## config.mk

```make
export PLATFORM = sky130hd
export DESIGN_NAME = sw_wait_ctrl_flat
export DESIGN_NICKNAME = d
export VERILOG_FILES = /design/src/rtl/sw_wait_ctrl_pkg.sv /design/src/rtl/sw_wait_ctrl_if.sv /design/src/rtl/sw_debounce.sv /design/src/rtl/sw_wait_ctrl.sv /design/src/flat_wrapper.sv
export SDC_FILE = /design/constraint.sdc
export NUM_CORES = 1
export LEC_CHECK = 0
export BUFFER_PORTS_ARGS = -buffer_cell sky130_fd_sc_hd__clkbuf_2
export CAP_MARGIN = 20
export CORE_AREA = 2 2 51 53
export CTS_CLUSTER_SIZE = 12
export DETAILED_ROUTE_END_ITERATION = 10
export DIE_AREA = 0 0 53 55
export PLACE_DENSITY = 0.85
export SETUP_SLACK_MARGIN = 0.2
export SLEW_MARGIN = 20
export SYNTH_ARGS = -nofsm -noshare
export SYNTH_HDL_FRONTEND = slang
export SYNTH_SLANG_ARGS = --single-unit
```

## constraint.sdc

```tcl
create_clock -name clk -period 4.05 [get_ports clk]
set_input_delay 0.6075 -clock clk [delete_from_list [all_inputs] [get_ports clk]]
set_output_delay 0.6075 -clock clk [all_outputs]
set_load 0.01 [all_outputs]
```

## src/rtl/sw_wait_ctrl_pkg.sv

```systemverilog
// sw_wait_ctrl_pkg: shared constants and types for the switch wait controller
package sw_wait_ctrl_pkg;
    localparam int DATA_WIDTH = 8;
    localparam int DEBOUNCE_CYCLES = 16;
    typedef enum logic {IDLE, ARMED} wait_state_t;
    typedef enum logic {PRESS, RELEASE} wait_mode_t;
endpackage

```

## src/rtl/sw_wait_ctrl_if.sv

```systemverilog
// sw_wait_ctrl_if: board pins, decoder requests and pcnt/register-file outputs
interface sw_wait_ctrl_if #(
    parameter int DATA_WIDTH = sw_wait_ctrl_pkg::DATA_WIDTH
);
    logic                  key_raw;
    logic [DATA_WIDTH-1:0] sw_raw;
    logic                  wait_press;
    logic                  wait_release;
    logic                  pc_stall;
    logic [DATA_WIDTH-1:0] sw_data;
    logic                  data_valid;
    logic                  key_level;
    modport master (
        output key_raw, sw_raw, wait_press, wait_release,
        input  pc_stall, sw_data, data_valid, key_level
    );
    modport slave (
        input  key_raw, sw_raw, wait_press, wait_release,
        output pc_stall, sw_data, data_valid, key_level
    );
endinterface

```

## src/rtl/sw_debounce.sv

```systemverilog
// sw_debounce: synchronises the handshake key and accepts a level change only after it is stable
module sw_debounce #(
    parameter int SYNC_STAGES     = 2,
    parameter int DEBOUNCE_CYCLES = 16
) (
    input  logic clk,
    input  logic Rst,
    input  logic i_key_raw,
    output logic o_key_level
);
    localparam int CW = $clog2(DEBOUNCE_CYCLES) + 1;
    logic [SYNC_STAGES-1:0] r_sync;
    logic [CW-1:0]          r_cnt;
    logic                   r_level;
    // shift the key through the synchroniser and count cycles it disagrees with the accepted level
    always_ff @(posedge clk) begin
        if (Rst) begin
            r_sync  <= '0;
            r_cnt   <= '0;
            r_level <= 1'b0;
        end else begin
            r_sync <= {r_sync[SYNC_STAGES-2:0], i_key_raw};
            if (r_sync[SYNC_STAGES-1] == r_level) begin
                r_cnt <= '0;
            end else if (r_cnt == CW'(DEBOUNCE_CYCLES - 1)) begin
                r_level <= ~r_level;
                r_cnt   <= '0;
            end else begin
                r_cnt <= r_cnt + 1'b1;
            end
        end
    end
    assign o_key_level = r_level;
endmodule

```

## src/rtl/sw_wait_ctrl.sv

```systemverilog
// sw_wait_ctrl: stalls pcnt on wait instructions until the matching debounced key edge, capturing switches on press
module sw_wait_ctrl
    import sw_wait_ctrl_pkg::*;
#(
    parameter int DATA_WIDTH      = sw_wait_ctrl_pkg::DATA_WIDTH,
    parameter int SYNC_STAGES     = 2,
    parameter int DEBOUNCE_CYCLES = sw_wait_ctrl_pkg::DEBOUNCE_CYCLES
) (
    input logic           clk,
    input logic           Rst,
    sw_wait_ctrl_if.slave bus
);
    localparam logic [0:0] S_IDLE  = IDLE;
    localparam logic [0:0] S_ARMED = ARMED;
    logic [SYNC_STAGES-1:0][DATA_WIDTH-1:0] r_sw_pipe;
    logic [DATA_WIDTH-1:0]                  r_sw_data;
    logic                                   r_valid;
    logic                                   r_key_level_q;
    logic [0:0]                             r_state;
    wait_mode_t                             r_mode;
    wait_mode_t                             w_mode;
    logic                                   w_key_level;
    logic                                   w_rise;
    logic                                   w_fall;
    logic                                   w_req;
    logic                                   w_hit;
    logic                                   w_capture;

    sw_debounce #(
        .SYNC_STAGES    (SYNC_STAGES),
        .DEBOUNCE_CYCLES(DEBOUNCE_CYCLES)
    ) u_debounce (
        .clk        (clk),
        .Rst        (Rst),
        .i_key_raw  (bus.key_raw),
        .o_key_level(w_key_level)
    );

    // edge pulses and request decode; once armed the latched mode decides which edge completes the wait
    always_comb begin
        w_rise    = w_key_level & ~r_key_level_q;
        w_fall    = ~w_key_level & r_key_level_q;
        w_req     = bus.wait_press | bus.wait_release;
        w_mode    = (r_state == S_ARMED) ? r_mode : (bus.wait_press ? PRESS : RELEASE);
        w_hit     = (w_mode == PRESS) ? w_rise : w_fall;
        w_capture = w_req & w_hit & (w_mode == PRESS);
    end

    assign bus.pc_stall   = ~Rst & w_req & ~w_hit;
    assign bus.sw_data    = r_sw_data;
    assign bus.data_valid = r_valid;
    assign bus.key_level  = w_key_level;

    // synchronise the switches, delay key_level for edge detection and capture on a press hit
    always_ff @(posedge clk) begin
        if (Rst) begin
            r_sw_pipe     <= '0;
            r_sw_data     <= '0;
            r_valid       <= 1'b0;
            r_key_level_q <= 1'b0;
        end else begin
            r_sw_pipe     <= {r_sw_pipe[SYNC_STAGES-2:0], bus.sw_raw};
            r_key_level_q <= w_key_level;
            r_valid       <= w_capture;
            if (w_capture) r_sw_data <= r_sw_pipe[SYNC_STAGES-1];
        end
    end

    // arm on an unsatisfied request, disarm on the matching edge or when the request is withdrawn
    always_ff @(posedge clk) begin
        if (Rst) begin
            r_state <= S_IDLE;
            r_mode  <= PRESS;
        end else if (r_state == S_IDLE && w_req && !w_hit) begin
            r_state <= S_ARMED;
            r_mode  <= w_mode;
        end else if (r_state == S_ARMED && (w_hit || !w_req)) begin
            r_state <= S_IDLE;
        end
    end
endmodule

```

## src/flat_wrapper.sv

```systemverilog
// flat-port wrapper written by rule: the top's interface ports become plain ports
module sw_wait_ctrl_flat import sw_wait_ctrl_pkg::*;
#(
    parameter int DATA_WIDTH      = sw_wait_ctrl_pkg::DATA_WIDTH,
    parameter int SYNC_STAGES     = 2,
    parameter int DEBOUNCE_CYCLES = sw_wait_ctrl_pkg::DEBOUNCE_CYCLES
)
  (clk, Rst, bus_key_raw, bus_sw_raw, bus_wait_press, bus_wait_release, bus_pc_stall, bus_sw_data, bus_data_valid, bus_key_level);
  sw_wait_ctrl_if #(.DATA_WIDTH(DATA_WIDTH)) bus_i ();
  input logic clk;
  input logic Rst;
  input wire logic [$bits(bus_i.key_raw)-1:0] bus_key_raw;
  input wire logic [$bits(bus_i.sw_raw)-1:0] bus_sw_raw;
  input wire logic [$bits(bus_i.wait_press)-1:0] bus_wait_press;
  input wire logic [$bits(bus_i.wait_release)-1:0] bus_wait_release;
  output wire logic [$bits(bus_i.pc_stall)-1:0] bus_pc_stall;
  output wire logic [$bits(bus_i.sw_data)-1:0] bus_sw_data;
  output wire logic [$bits(bus_i.data_valid)-1:0] bus_data_valid;
  output wire logic [$bits(bus_i.key_level)-1:0] bus_key_level;
  assign bus_i.key_raw = bus_key_raw;
  assign bus_i.sw_raw = bus_sw_raw;
  assign bus_i.wait_press = bus_wait_press;
  assign bus_i.wait_release = bus_wait_release;
  assign bus_pc_stall = bus_i.pc_stall;
  assign bus_sw_data = bus_i.sw_data;
  assign bus_data_valid = bus_i.data_valid;
  assign bus_key_level = bus_i.key_level;
  sw_wait_ctrl #(.DATA_WIDTH(DATA_WIDTH), .SYNC_STAGES(SYNC_STAGES), .DEBOUNCE_CYCLES(DEBOUNCE_CYCLES)) u_core (.clk(clk), .Rst(Rst), .bus(bus_i));
endmodule
```

== Word-level counts from Yosys, hierarchy flattened ==
Index checks and enable logic that the tools add are counted.
Word-level totals
  word-level logic and storage cells: 41
  register bits: 36
Cells by class
  mux-type cells: 5
  equal/unequal tests: 2
  bitwise gates (word level): 14
  $add $sub $neg: 1
  reductions and logical operators: 9
Operators by type and width (number)
  $not A1 Y1: 7
  $and A1 B1 Y1: 6
  $add A5 B1 Y5 const B: 1
  $eq A5 B4 Y1 const B: 1
  $mux W1: 5
  $logic_and A1 B1 Y1: 3
  $reduce_or A3 Y1: 1
  $logic_not A1 Y1: 2
  $reduce_and A2 Y1: 1
  $reduce_bool A2 Y1: 1
  $eq A1 B1 Y1: 1
  $logic_or A1 B1 Y1: 1
  $or A1 B1 Y1: 1

== Logic depth before layout (Yosys ltp) ==
Gate-level depths: netlist of run 1.
  depth after elaboration: 7
  gate-level depth with buffers: 5

== Cells and area by module ==
From an unflattened synthesis of run 1, not the netlist that was laid out.
Second synthesis, totals
  cell total of the unflattened synthesis: 118
  area, all modules: 1310.0 sq um
By module, submodules not included
  sw_wait_ctrl: cells each 91, times used 1, area an instance 1023.5 sq um, sequential area each 560.5 sq um
  sw_debounce: cells each 27, times used 1, area an instance 286.5 sq um, sequential area each 160.2 sq um

== Least setup slack after synthesis of run 1 ==
OpenSTA, ideal clock, no wires.
  kind: input port to output port
  start point: input bus_wait_press
  end point: output bus_pc_stall
  stages: 3
  data arrival time: 1261 ps
  buffers on the path: 0
  path slack: 2182 ps
  cell sequence: nor2b_1 nor3b_1 nor4_1
On the way
  cells in the longest elaborated chain, start to end: 5
Ends and longest elaborated chain
  from (decl): line flat_wrapper.sv:14  | input wire logic [$bits(bus_i.wait_press)-1:0] bus_wait_press;
  $mux W1 (2 in a row): line sw_wait_ctrl.sv:44  | w_mode = (r_state == S_ARMED) ? r_mode : (bus.wait_press ? PRESS : RELEASE);
  $mux W1: line sw_wait_ctrl.sv:45  | w_hit = (w_mode == PRESS) ? w_rise : w_fall;
  $not A1 Y1: line sw_wait_ctrl.sv:49  | assign bus.pc_stall = ~Rst & w_req & ~w_hit;
  $and A1 B1 Y1 *: line sw_wait_ctrl.sv:49
  to (decl): line flat_wrapper.sv:16  | output wire logic [$bits(bus_i.pc_stall)-1:0] bus_pc_stall;
Mark *: on every way between the ends. The rest lies on a longest branch, timed or not.

== Final worst setup path of run 1 ==
  start point: input Rst
  end point: output bus_pc_stall
On the way
  cells in the longest elaborated chain, start to end: 3
Ends and longest elaborated chain
  from (decl): line flat_wrapper.sv:11  | input logic Rst;
  $not A1 Y1: line sw_wait_ctrl.sv:49
  $and A1 B1 Y1 (2 in a row): line sw_wait_ctrl.sv:49
No other way between the ends.

==> results of run 1 <==
-- cell usage in the layout, fill, tap and decap left out, types with 3 or more instances in the layout --
master    netlist  final
mux2i_1         9      9
nor2_2          5      5
clkbuf_4        0      5
nor2_1          3      3
inv_1           3      3
dfxtp_1        36     36
nand2b_1       20     20
clkbuf_2        0     23
nor2b_1        19     19
-- flip-flops by register name, summed over array words and instances (netlist names) --
| name | cells |
|---|---|
| u_core.r_state | 1 |
| u_core.bus.sw_data | 8 |
| u_core.r_mode | 1 |
| u_core.bus.data_valid | 1 |
| u_core.u_debounce.r_sync | 2 |
| u_core.u_debounce.r_cnt | 5 |
| u_core.r_key_level_q | 1 |
| u_core.r_sw_pipe | 16 |
| u_core.u_debounce.o_key_level | 1 |
-- Yosys cell counts, types with 2 or more instances --
library cell / count / area, um2
inv_1: 3 / 11.3
dfxtp_1: 36 / 721
mux2i_1: 9 / 90.1
nand2b_1: 20 / 125
nor2_2: 5 / 31.3
nor2_1: 3 / 11.3
xnor2_1: 2 / 17.5
nand3_1: 2 / 10.0
ha_1: 2 / 25.0
nor2b_1: 19 / 119
a21oi_1: 2 / 10.0
nor4_1: 2 / 12.5
clkbuf_1: 4 / 15.0
-- worst reg2reg max path, cell delays in order, from the launching register on --
cell and delay (ns):
dfxtp_1 0.44, nand2b_1 0.14, a211oi_2 0.75, mux2i_1 0.27
-- stage by stage --
stage | std cells | setup WS, ns | power [mW] | util [%]
after global placement | 166 | 1.93 | 0.401 | 59.5
after detailed placement | 166 | 1.85 | 0.403 | 59.5
after CTS | 174 | 1.84 | 0.597 | 62.0
final | 174 | 1.84 | 0.591 | 62.0
after floorplan | 118 | 2.18 | 0.393 | -
after global routing | 174 | 1.73 | 0.613 | 62.0
-- area by class of cell --
type,instances,area [um2]
Timing Repair Buffer,23,115
Tap cell,30,37.5
Fill cell,210,898
Sequential cell,36,721
Clock buffer,8,58.8
Multi-Input combinational cell,74,523
Inverter,3,11.3
-- cell families after synthesis --
kind of cell	after synthesis	share of synthesized area, %
compound gates	4	2.44
xor+xnor	3	2.05
fa+ha+maj	2	1.95
buf+inv	8	2.93
flops	36	56.2
mux	9	7.03
simple gates	56	27.3
-- power breakdown --
group | leakage, nW | switching (mW) | internal [mW] | total, mW
clock network | 0.0326 | 0.110 | 0.0856 | 0.196
registers | 0.294 | 0.00374 | 0.364 | 0.367
logic | 0.250 | 0.0127 | 0.0149 | 0.0276
total | 0.577 | 0.127 | 0.464 | 0.591
-- path summary, 6_finish.rpt --
kind,depth (start not counted),endpoint
hold reg to reg,1,u_core.u_debounce.r_sync[1]
setup reg to reg,3,u_core.bus.sw_data[5]
hold / removal,1,u_core.u_debounce.r_sync[1]
setup / recovery,3,bus_pc_stall
-- metal layers --
metal	GRT usage (%)	share of wire (%)
met1	15.1	44
met2	26.3	48
met5	0	0
met4	8.97	1.9
met3	6.45	5.9
==> results.json, run 1 <==
{
  "cp-start-kind": "input port",
  "routed_via_density": 4.66,
  "crit_slowest_cell": "nor4_1",
  "cp_top_family": "buffers and inverters",
  "fp.coreArea_um2": 2360,
  "wirelength_um": 1890,
  "cts_buffers": 5,
  "netlist_instances": 118,
  "cpMostUsedCell": "clkbuf_2",
  "place_hpwl_um": 1320,
  "arrival_ns": 1.61,
  "gp_congestion": 0.801,
  "drcViolationCount": 0,
  "cp_cell_sequence": "clkbuf_2, nor4_1, clkbuf_2",
  "final-setup-viol-count": 0,
  "ctsResizeCount": 0,
  "cts_tree": "built",
  "place.port_buffers": 23,
  "ys_seq_area_share_pct": 56.3,
  "placed_area_um2": 1410,
  "drt_pass1_iterations": 4,
  "root_buffer": "clkbuf_4",
  "hp-start": "u_core.u_debounce.r_sync[0]",
  "path_max_fanout": 41,
  "grt_pass1_wl_um": 3060,
  "grt_max_degree": 42,
  "vias": 811,
  "peakVddDrop_mv": 0.342,
  "fin_crit_sh_pct": 54.6,
  "holdCritPathClass": "reg2reg",
  "drv_slew": 0,
  "rsz0062_at_grt": "false",
  "syn_nets": 133,
  "grt_usage_pct": 15.1,
  "drive_gt1_share_pct": 25.7,
  "antenna_cells": 0,
  "grt_pass1_vias": 764,
  "synth-seq-cells": 36,
  "hold_ws_ns": 0.442,
  "area_growth_pct": 14.5,
  "postCtsSetupBuffers": 0,
  "cts_hold_buf": 0,
  "num_io_pins": 24,
  "worstMarginPinSlew_ns": 0.874,
  "drtIter0Drc": 7,
  "ys_warn_count": 0,
  "insertion_delay_ns": 0.34,
  "r2r_start": "u_core.u_debounce.o_key_level",
  "r2r_slack_ns": 2.39,
  "fp-row-count": 18,
  "die_y_um": 55,
  "hold_violations": 0,
  "critPathKind": "in2out",
  "critPathLaunch": "Rst",
  "globalRoute.totalOverflow": 0,
  "clkTransAtPathRegs_ns": 0.10,
  "crit_buf_inv": 2,
  "slowest_delay_ns": 0.42,
  "grt_antenna_before_repair": 0,
  "avgRoutedWirePerCell_um": 10.8,
  "die_w_um": 53,
  "cp.required_ns": 3.44,
  "ys_types": 22,
  "synth_edf_count": 0,
  "finalClockSkew_ns": 0.00265,
  "maxCapViolations": 0,
  "cts.sinks": 36,
  "finalSetupTns_ns": 0,
  "period_needed_ns": 2.21,
  "end_kind": "output port",
  "antenna_left": 0,
  "design.die.area_um2": 2920,
  "power_density_nw_per_um2": 403,
  "outcome": "finished clean",
  "final_nets": 158,
  "synth-async-reset-ratio_pct": 0,
  "clk_path_buf_depth": 2,
  "synth_top_flop_cell": "dfxtp_1",
  "slew_headroom_pct": 41.7,
  "fmax_ghz": 0.452,
  "synth_area_per_cell_um2": 10.9,
  "initial_core_util_pct": 54.2,
  "p_leak_nw": 0.577,
  "synth.cell_area_um2": 1280,
  "htreeDepth": 2,
  "stdcell_area_um2": 1470
}
Note: power is estimated with default switching activity, not from simulation.
==> run 2, diff against run 1 <==
--- a/config.mk
+++ b/config.mk
@@ -5,13 +5,14 @@
 export SDC_FILE = /design/constraint.sdc
 export NUM_CORES = 1
 export LEC_CHECK = 0
+export ABC_AREA = 1
 export BUFFER_PORTS_ARGS = -buffer_cell sky130_fd_sc_hd__clkbuf_2
 export CAP_MARGIN = 20
-export CORE_AREA = 2 2 51 53
+export CORE_AREA = 2 2 56 58
 export CTS_CLUSTER_SIZE = 12
 export DETAILED_ROUTE_END_ITERATION = 10
-export DIE_AREA = 0 0 53 55
-export PLACE_DENSITY = 0.85
+export DIE_AREA = 0 0 58 60
+export PLACE_DENSITY = 0.75
 export SETUP_SLACK_MARGIN = 0.2
 export SLEW_MARGIN = 20
 export SYNTH_ARGS = -nofsm -noshare
==> constraint.sdc (replaced) <==
create_clock -name clk -period 1.8 [get_ports clk]
set_input_delay 0.27 -clock clk [delete_from_list [all_inputs] [get_ports clk]]
set_output_delay 0.27 -clock clk [all_outputs]
set_load 0.01 [all_outputs]
==> results.json, run 2 <==
{
  "outcome": "finished clean",
  "largest_reg_flops": 16,
  "synth_area_per_cell_um2": 7.68,
  "root_buffer": "clkbuf_4",
  "vias": 942,
  "grt_pass1_wl_um": 3020,
  "maxCapViolations": 0,
  "p_clk_share_pct": 37.2,
  "critPathKind": "reg2out",
  "place_hpwl_um": 1270,
  "clk_path_buf_depth": 2,
  "synthMuxAreaShare_pct": 0,
  "ys_types": 16,
  "synthXorXnorAreaFrac_pct": 0,
  "maxUsedRoutingLayer": "met4",
  "fp-row-count": 20,
  "grt_antenna_before_repair": 0,
  "gp_congestion": 0.709,
  "cts_tree": "built",
  "drv_slew": 0,
  "synth_area_leaders": "dfxtp_1 (57%), nor2_1 (14%), inv_1 (11%), nand2_1 (7.7%), ha_1 (2.0%)",
  "routed_via_density": 4.10,
  "synth-async-reset-ratio_pct": 0,
  "globalRoute.totalOverflow": 0,
  "die_w_um": 58,
  "slew_headroom_pct": 69.1,
  "netlist_instances": 166,
  "top_register": "u_core.r_sw_pipe",
  "wirelength_um": 1870,
  "drcViolationCount": 0,
  "cp.required_ns": 1.53,
  "yosys-top-cells-count": "nor2_1 (46), inv_1 (37), dfxtp_1 (36)",
  "drt_pass1_iterations": 4,
  "power_density_nw_per_um2": 940,
  "grt_pass1_vias": 743,
  "comb_power_share_pct": 6.1,
  "met1_length_um": 846,
  "p_switching_mw": 0.316,
  "final_cell_mix": "nor2_1 (46), inv_1 (35), dfxtp_1 (32)",
  "synth-compound-area-share_pct": 2.55,
  "ys_seq_area_share_pct": 56.5,
  "cpMostUsedCell": "nand2_2",
  "cts_hold_buf": 0,
  "end_kind": "output port",
  "synth_top_flop_cell": "dfxtp_1",
  "mostFrequentLayoutCell": "nor2_1",
  "pwr-share-seq_pct": 56.8,
  "grt_max_degree": 20,
  "syn_nets": 181,
  "initial_core_util_pct": 43.9,
  "p_int_mw": 1.15,
  "arrival_ns": 1.28,
  "fin_crit_sh_pct": 85.9,
  "htreeDepth": 2,
  "cp_top_family": "flip-flops",
  "cts_buffers": 5,
  "synthAdderAreaFrac_pct": 1.96,
  "antenna_cells": 0,
  "clkTransAtPathRegs_ns": 0.10,
  "rsz0062_at_grt": "true",
  "p_leak_nw": 0.816,
  "design.die.area_um2": 3480,
  "final-setup-viol-count": 0,
  "synth_edf_count": 0,
  "num_io_pins": 24,
  "crit_buf_inv": 2,
  "synth_top_family_by_area": "simple AND/OR/NAND/NOR gates",
  "cts.sinks": 36,
  "cp_cell_sequence": "inv_4, nand2_4, nand3_2, nand2_2, nand2_2, nor2_1, buf_2",
  "swShare_pct": 21.6,
  "area_growth_pct": 22.3,
  "slowest_delay_ns": 0.39,
  "holdCritPathClass": "in2reg",
  "fmax_ghz": 0.647,
  "finalClockSkew_ns": 0.00856,
  "period_needed_ns": 1.55,
  "antenna_left": 0,
  "crit_slowest_cell": "dfxtp_4",
  "final_nets": 211,
  "final-seq-area_um2": 728,
  "drtIter0Drc": 25,
  "met3_length_um": 132,
  "die_y_um": 60,
  "drive_gt1_share_pct": 25.4,
  "fp.coreArea_um2": 2900,
  "worstMarginPinSlew_ns": 0.461,
  "cp-start-kind": "flop",
  "multi_input_area_um2": 419,
  "n_fill_cell": 279,
  "grt_usage_pct": 12.0,
  "avgRoutedWirePerCell_um": 8.13,
  "yosysTopAreaCellShare_pct": 56.5,
  "place.port_buffers": 23,
  "synth-seq-cells": 36,
  "ys_warn_count": 0,
  "synth-simple-area-share_pct": 26.0,
  "hold_violations": 0,
  "insertion_delay_ns": 0.34,
  "path_max_fanout": 4,
  "finalSetupTns_ns": 0,
  "peakVddDrop_mv": 0.712,
  "synth.cell_area_um2": 1270,
  "met2WireLength_um": 832,
  "yosysTopAreaCell": "dfxtp_1",
  "hold_ws_ns": 0.111,
  "post-synth-top-count-cell": "nor2_1"
}
==> run 2: cell count changes in the layout (fill, tap and decap cells not counted), moves of 3 or more <==
cell / delta
dfxtp_1: -4
nor2b_1: -19
buf_4: +4
nand2b_1: -20
nand2_1: +22
nor2_2: -5
inv_1: +32
dfxtp_2: +3
nand2_2: +4
nor2_1: +43
mux2i_1: -9
==> run 2: layer usage <==
| metal | vias to the layer above | GRT usage (%) |
|---|---|---|
| met5 | - | 0 |
| met4 | 0 | 7.97 |
| met3 | 7 | 6.28 |
| met2 | 19 | 17.9 |
| met1 | 378 | 13.4 |
| li1 | 538 | - |
==> run 2: final timing paths <==
check	startpoint	to	slack, ns	cells past startpoint
worst max-delay path	u_core.r_state	bus_pc_stall	0.25	7
worst min-delay path	bus_sw_raw[1]	u_core.r_sw_pipe[1]	0.11	3
worst max register to register	u_core.u_debounce.r_cnt[0]	u_core.u_debounce.r_cnt[2]	0.43	7
worst min register to register	u_core.r_sw_pipe[6]	u_core.r_sw_pipe[14]	0.40	2
==> run 2: final cells by class <==
type | count | share of cell area [%]
sequential | 36 | 46.7
multi-input combinational | 88 | 26.9
timing repair buffer | 27 | 9.31
inverter | 38 | 9.31
clock inverter | 3 | 2.73
tap | 33 | 2.65
clock buffer | 5 | 2.41
==> run 2: stage by stage <==
stage / instances / total power, mW / cell area (um2) / util [%] / setup slack (ns)
final: 230 / 1.47 / 1560 / 53.7 / 0.253
after CTS: 229 / 1.47 / 1510 / 52.2 / 0.222
after floorplan: 166 / 0.896 / 1270 / - / 0.552
after global placement: 219 / 0.920 / 1420 / 48.8 / 0.493
after global routing: 230 / 1.54 / 1560 / 53.7 / 0.143
after detailed placement: 219 / 0.921 / 1420 / 48.8 / 0.404
==> run 2: power by group through the flow <==
stage,sequential (mW),combinational (mW),clock (mW)
floorplan,0.846,0.0502,0
global placement,0.848,0.0720,0
detailed placement,0.848,0.0730,0
CTS,0.830,0.0770,0.562
global route,0.835,0.102,0.605
finish,0.832,0.0890,0.545
==> run 2: worst min-delay path, cell delays in order <==
cell	delay (ns)
clkbuf_2	0.08
inv_1	0.04
nor2_1	0.03
==> run 2: cells by family after synthesis <==
family                   count (synthesis)
buffers and inverters                   42
flip-flops                              36
AO/OA/AOI/OAI                            6
adder cells (fa/ha/maj)                  2
AND/OR/NAND/NOR                         80
==> run 2: timing repair <==
item,4_1_cts,5_1_grt
pin swaps,1,4
resized for setup,2,15
setup endpoints to repair,1,2
setup buffers,2,1
